`config.mk`:
```
export PLATFORM = sky130hd
export DESIGN_NAME = pc_sequencer_flat
export DESIGN_NICKNAME = d
export VERILOG_FILES = /design/src/rtl/pc_sequencer_if.sv /design/src/rtl/pc_sequencer.sv /design/src/flat_wrapper.sv
export SDC_FILE = /design/constraint.sdc
export NUM_CORES = 1
export LEC_CHECK = 0
export CORE_UTILIZATION = 45
export DETAILED_ROUTE_END_ITERATION = 16
export HOLD_SLACK_MARGIN = 0.15
export PLACE_DENSITY = 0.79
export SYNTH_ARGS = -nofsm -noshare
export SYNTH_HDL_FRONTEND = slang
export SYNTH_SLANG_ARGS = --single-unit
```
`constraint.sdc`:
```
create_clock -name clk -period 4.7 [get_ports clk]
set_input_delay 0.94 -clock clk [delete_from_list [all_inputs] [get_ports clk]]
set_output_delay 0.94 -clock clk [all_outputs]
set_load 0.01 [all_outputs]
```
`src/rtl/pc_sequencer_if.sv`:
```
// Fetch-side bundle for pc_sequencer.
// The sequencer is the master: it takes the redirect and hazard inputs from
// control and drives the fetch request and status outputs. The slave modport
// is the control/imem/decode side.
//   stall, jump, jump_target, branch_taken, branch_target,
//   exc_req, exc_pc, eret, if_ack                  -> into the sequencer
//   if_req, if_addr, if_valid, if_pc, pc, flush,
//   epc, addr_err                                  <- out of the sequencer
interface pc_sequencer_if;
  logic        stall;
  logic        jump;
  logic [31:0] jump_target;
  logic        branch_taken;
  logic [31:0] branch_target;
  logic        exc_req;
  logic [31:0] exc_pc;
  logic        eret;
  logic        if_ack;
  logic        if_req;
  logic [31:0] if_addr;
  logic        if_valid;
  logic [31:0] if_pc;
  logic [31:0] pc;
  logic        flush;
  logic [31:0] epc;
  logic        addr_err;

  modport master (
    input  stall, jump, jump_target, branch_taken, branch_target,
           exc_req, exc_pc, eret, if_ack,
    output if_req, if_addr, if_valid, if_pc, pc, flush, epc, addr_err
  );

  modport slave (
    output stall, jump, jump_target, branch_taken, branch_target,
           exc_req, exc_pc, eret, if_ack,
    input  if_req, if_addr, if_valid, if_pc, pc, flush, epc, addr_err
  );
endinterface

```
`src/rtl/pc_sequencer.sv`:
```
// Program counter and instruction-fetch sequencer for the mini-MIPS core.
// Picks the next PC from one of five sources: sequential +4, jump, taken
// branch, exception vector or exception return. It runs a req/ack handshake
// to instruction memory and flushes decode on every redirect.
// Ports:
//   clk  - rising-edge clock
//   rst  - asynchronous active-high reset
//   bus  - pc_sequencer_if.master (redirect inputs, fetch handshake, status)
module pc_sequencer #(
  parameter logic [31:0] RESET_VECTOR = 32'h0000_0000,
  parameter logic [31:0] EXC_VECTOR   = 32'h0000_0080
) (
  input  logic          clk,
  input  logic          rst,
  pc_sequencer_if.master bus
);

  typedef enum logic [1:0] {BOOT, FETCH, FLUSH} state_t;

  state_t      state_q, state_d;
  logic [31:0] pc_q, pc_d;
  logic [31:0] epc_q, epc_d;
  logic [31:0] if_pc_q, if_pc_d;
  logic        if_valid_q, if_valid_d;
  logic        flush_q, flush_d;
  logic        addr_err_q, addr_err_d;
  logic [31:0] redir_tgt;

  always_ff @(posedge clk or posedge rst) begin
    if (rst) begin
      state_q    <= BOOT;
      pc_q       <= RESET_VECTOR;
      epc_q      <= '0;
      if_pc_q    <= '0;
      if_valid_q <= 1'b0;
      flush_q    <= 1'b0;
      addr_err_q <= 1'b0;
    end else begin
      state_q    <= state_d;
      pc_q       <= pc_d;
      epc_q      <= epc_d;
      if_pc_q    <= if_pc_d;
      if_valid_q <= if_valid_d;
      flush_q    <= flush_d;
      addr_err_q <= addr_err_d;
    end
  end

  always_comb begin
    state_d    = state_q;
    pc_d       = pc_q;
    epc_d      = epc_q;
    if_pc_d    = if_pc_q;
    if_valid_d = 1'b0;
    flush_d    = 1'b0;
    addr_err_d = 1'b0;
    // jump outranks branch when both are asserted
    redir_tgt  = bus.jump ? bus.jump_target : bus.branch_target;

    unique case (state_q)
      BOOT: state_d = FETCH;
      FETCH: begin
        if (bus.exc_req) begin
          epc_d   = bus.exc_pc;
          pc_d    = EXC_VECTOR;
          flush_d = 1'b1;
          state_d = FLUSH;
        end else if (bus.eret) begin
          pc_d    = epc_q;
          flush_d = 1'b1;
          state_d = FLUSH;
        end else if (bus.jump || bus.branch_taken) begin
          flush_d = 1'b1;
          state_d = FLUSH;
          if (redir_tgt[1:0] == 2'b00) begin
            pc_d = redir_tgt;
          end else begin
            // misaligned target traps; the bad address is kept in epc
            epc_d      = redir_tgt;
            pc_d       = EXC_VECTOR;
            addr_err_d = 1'b1;
          end
        end else if (!bus.stall && bus.if_ack) begin
          if_pc_d    = pc_q;
          if_valid_d = 1'b1;
          pc_d       = pc_q + 32'd4;
        end
      end
      FLUSH: begin
        // only a new exception can extend the bubble
        if (bus.exc_req) begin
          epc_d   = bus.exc_pc;
          pc_d    = EXC_VECTOR;
          flush_d = 1'b1;
        end else begin
          state_d = FETCH;
        end
      end
      default: state_d = BOOT;
    endcase
  end

  assign bus.if_req   = (state_q == FETCH) && !bus.stall;
  assign bus.if_addr  = pc_q;
  assign bus.pc       = pc_q;
  assign bus.if_valid = if_valid_q;
  assign bus.if_pc    = if_pc_q;
  assign bus.flush    = flush_q;
  assign bus.epc      = epc_q;
  assign bus.addr_err = addr_err_q;

endmodule

```
`src/flat_wrapper.sv`:
```
// flat-port wrapper written by rule: the top's interface ports become plain ports
module pc_sequencer_flat 
#(
  parameter logic [31:0] RESET_VECTOR = 32'h0000_0000,
  parameter logic [31:0] EXC_VECTOR   = 32'h0000_0080
)
  (clk, rst, bus_stall, bus_jump, bus_jump_target, bus_branch_taken, bus_branch_target, bus_exc_req, bus_exc_pc, bus_eret, bus_if_ack, bus_if_req, bus_if_addr, bus_if_valid, bus_if_pc, bus_pc, bus_flush, bus_epc, bus_addr_err);
  pc_sequencer_if bus_i ();
  input  logic clk;
  input  logic rst;
  input wire logic [$bits(bus_i.stall)-1:0] bus_stall;
  input wire logic [$bits(bus_i.jump)-1:0] bus_jump;
  input wire logic [$bits(bus_i.jump_target)-1:0] bus_jump_target;
  input wire logic [$bits(bus_i.branch_taken)-1:0] bus_branch_taken;
  input wire logic [$bits(bus_i.branch_target)-1:0] bus_branch_target;
  input wire logic [$bits(bus_i.exc_req)-1:0] bus_exc_req;
  input wire logic [$bits(bus_i.exc_pc)-1:0] bus_exc_pc;
  input wire logic [$bits(bus_i.eret)-1:0] bus_eret;
  input wire logic [$bits(bus_i.if_ack)-1:0] bus_if_ack;
  output wire logic [$bits(bus_i.if_req)-1:0] bus_if_req;
  output wire logic [$bits(bus_i.if_addr)-1:0] bus_if_addr;
  output wire logic [$bits(bus_i.if_valid)-1:0] bus_if_valid;
  output wire logic [$bits(bus_i.if_pc)-1:0] bus_if_pc;
  output wire logic [$bits(bus_i.pc)-1:0] bus_pc;
  output wire logic [$bits(bus_i.flush)-1:0] bus_flush;
  output wire logic [$bits(bus_i.epc)-1:0] bus_epc;
  output wire logic [$bits(bus_i.addr_err)-1:0] bus_addr_err;
  assign bus_i.stall = bus_stall;
  assign bus_i.jump = bus_jump;
  assign bus_i.jump_target = bus_jump_target;
  assign bus_i.branch_taken = bus_branch_taken;
  assign bus_i.branch_target = bus_branch_target;
  assign bus_i.exc_req = bus_exc_req;
  assign bus_i.exc_pc = bus_exc_pc;
  assign bus_i.eret = bus_eret;
  assign bus_i.if_ack = bus_if_ack;
  assign bus_if_req = bus_i.if_req;
  assign bus_if_addr = bus_i.if_addr;
  assign bus_if_valid = bus_i.if_valid;
  assign bus_if_pc = bus_i.if_pc;
  assign bus_pc = bus_i.pc;
  assign bus_flush = bus_i.flush;
  assign bus_epc = bus_i.epc;
  assign bus_addr_err = bus_i.addr_err;
  pc_sequencer #(.RESET_VECTOR(RESET_VECTOR), .EXC_VECTOR(EXC_VECTOR)) u_core (.clk(clk), .rst(rst), .bus(bus_i));
endmodule
```
==> impl_metrics.json <==
{
  "hold_buffers": 0,
  "async_flop_share_pct": 100.0,
  "grt_use_total_pct": 27.96,
  "num-nets-final": 932,
  "crit_chain": "clkdlybuf4s50_1 -> nand2b_1 -> o311a_1 -> nand2_1 -> or4b_1 -> nand3_1",
  "rows": 42,
  "ios": 236,
  "cts_tree": "built",
  "yosysTopAreaCellShare_pct": 41.34,
  "fmax_mhz": 301.4,
  "gp_congestion": 0.8912,
  "overflow": 0,
  "grt_first_pass_wirelength_um": 30620,
  "p_total_w": 0.004698,
  "io_buffer_count": 235,
  "layout_common_cells": "clkdlybuf4s50_1, dfrtp_1, mux2_2",
  "cts-buffers-inserted": 9,
  "final.min_clock_period_ps": 3318,
  "power_frac_comb_pct": 51.3,
  "drt_iter0_drc": 434,
  "cp_data_arrival_time_ps": 3600,
  "post-route-period-util_pct": 70.59,
  "clkLatencyLatePin_ps": 350,
  "seq_area_sq_um": 2527,
  "clkSinkCount": 101,
  "hold_path_depth": 2,
  "n_antenna_cell": 0,
  "final_util_pct": 65.42,
  "synth_ff_type": "dfrtp_1",
  "syn_to_final_growth_pct": 41.71,
  "hpwl_um": 14500,
  "rsz0062_at_grt": "no",
  "outcome": "complete, no violations",
  "maxSlewHeadroom_pct": 25.00,
  "antenna_found_initial": 0,
  "final_common_cell": "clkdlybuf4s50_1",
  "drive_gt1_share_pct": 11.61,
  "cap_violations": 0,
  "seqPwrFrac_pct": 33.4,
  "switchingPower_w": 0.001812,
  "ys_ff_latch": 101,
  "synthesis.nets": 749,
  "hold_viol_final": 0,
  "internal_power_w": 0.002886,
  "synth-edff-count": 0,
  "netlist_area_sq_um": 6113,
  "setup_violations": 0,
  "htree_levels": 3,
  "power.density_nw_per_um2": 542.3,
  "syn_area_per_cell_sq_um": 9.552,
  "cpMaxStageDelayCell": "o311a_1",
  "start_util_pct": 46.16,
  "syn_inst": 640,
  "start_kind": "input pin",
  "die-area_sq_um": 14060,
  "yosys_warnings": 0,
  "clk_pin_slew_worst_paths_ps": 60,
  "worstMarginPinSlew_ps": 1121,
  "grt_pass1_vias": 5607,
  "die_y_um": 118.6,
  "fp.dieW_um": 118.6,
  "p_leak_nw": 3.541,
  "crit_fanout": 24,
  "min_path_type": "flop to flop",
  "critPathMaxStageDelay_ps": 810,
  "ys_seq_area_share_pct": 41.34,
  "slew_viol_final": 0,
  "multi_input_area_sq_um": 3141,
  "required_ps": 4980,
  "root_buffer": "clkbuf_16",
  "synth_area_leaders": "dfrtp_1, mux2_2, mux2i_1, buf_4, o21ai_0",
  "reg2reg_depth": 9,
  "wire_per_inst_um": 19.42,
  "end_kind": "flop",
  "clkPwrFrac_pct": 15.2,
  "viasPerCell": 5.866,
  "drt_pass1_iterations": 5,
  "post-cts-setup-buffers": 0,
  "yosysTopAreaCell": "dfrtp_1",
  "critPathKind": "input pin to flop",
  "cts_buffer_depth": 2,
  "finalSetupTns_ps": 0,
  "nFillCells": 1098,
  "drc": 0,
  "grt_max_degree": 67,
  "route.vias.total": 5884,
  "postRouteAntennaNets": 0,
  "vdd_drop_max_v": 0.0002781,
  "core_sq_um": 13240,
  "cts_resized": 0,
  "clock_skew_ps": 5.004,
  "yosysUniqueCellTypes": 66,
  "routed_wl_um": 19470,
  "switching_share_pct": 38.56
}
[registers in the layout, indices dropped and copies added (netlist names)]
name and cells:
u_core.bus.epc 32, u_core.bus.if_addr 32, u_core.bus.if_pc 32, u_core.state_q 2
u_core.bus.addr_err 1, u_core.bus.flush 1, u_core.bus.if_valid 1
[metal layers]
layer  track usage, %  part of all wire, %  vias to the layer above
li1                 -                    -                     2692
met1            39.23                   43                     2848
met2            43.93                   47                      301
met3            3.861                  7.4                       43
met4            10.44                  2.3                        0
met5                0                    0                        -
[synth_stat cells, types with 3 or more instances]
library cell	count
nand2_1	37
o221ai_1	4
nor3_1	8
clkbuf_1	34
a21o_1	6
a21oi_1	42
a22o_1	5
o21a_1	8
o21ai_0	48
nand4_1	10
nor2_1	54
dfrtp_1	101
or3_1	4
nor4_1	7
mux2_2	60
buf_4	34
xor2_1	5
nor4b_1	5
inv_1	19
a311oi_1	3
o31ai_1	9
buf_1	3
mux2i_1	33
o211ai_1	4
a31oi_1	6
ha_1	5
and3_1	5
xnor2_1	3
nor2b_1	3
nand2b_1	10
o22ai_1	4
a22oi_1	5
nand3_1	13
[cell type report]
class	count	share of cell area, %
multi-input combinational	447	36.25
clock inverter	1	0.05777
timing repair buffer	245	27.96
clock buffer	14	3.163
sequential	101	29.17
tap	176	2.542
inverter	19	0.8521
[power by group through the flow]
stage / logic (W) / clock network, W / registers (W)
final: 0.00241 / 0.000715 / 0.00157
after global routing: 0.00258 / 0.000763 / 0.00161
after CTS: 0.00241 / 0.000725 / 0.00156
after detailed placement: 0.00240 / 0 / 0.00157
after global placement: 0.00235 / 0 / 0.00157
after floorplan: 0.00127 / 0 / 0.00158
[critical path: cells and delay by family]
| kind | cells | cell delay (ps) |
|---|---|---|
| and+or+nand+nor | 4 | 1180 |
| AOI/OAI and AO/OA | 1 | 810 |
| buffers and inverters | 1 | 650 |
[metrics by stage]
step | hold WS (ps) | instances | instance area, sq um | setup WS [ps]
after CTS | 485.0 | 1003 | 8663 | 1468
after detailed placement | 470.8 | 988 | 8384 | 1103
after global placement | 465.0 | 988 | 8384 | 1209
after floorplan | 516.2 | 640 | 6113 | 1113
after global routing | 522.6 | 1003 | 8663 | 1248
final | 477.2 | 1003 | 8663 | 1382
[final timing paths]
path	startpoint	to	slack, ps
max	bus_exc_req	u_core.bus.if_addr[31]	1380
min reg2reg	u_core.bus.if_pc[20]	u_core.bus.if_pc[20]	480
min	u_core.bus.if_pc[20]	u_core.bus.if_pc[20]	480
max reg2reg	u_core.state_q[0]	u_core.bus.if_addr[26]	1800
max in group asynchronous	rst	u_core.bus.if_addr[13]	2820
min in group asynchronous	rst	u_core.bus.if_pc[16]	1010
[cells by family after synthesis]
| logic type | synth area share, % |
|---|---|
| buffers and inverters | 7.777 |
| muxes | 16.46 |
| DFF | 41.34 |
| xor gates and xnor gates | 1.146 |
| AOI/OAI and AO/OA | 18.01 |
| and+or+nand+nor | 14.24 |
| adders and majority gates | 1.023 |
Power figures use the tool's default switching activity.
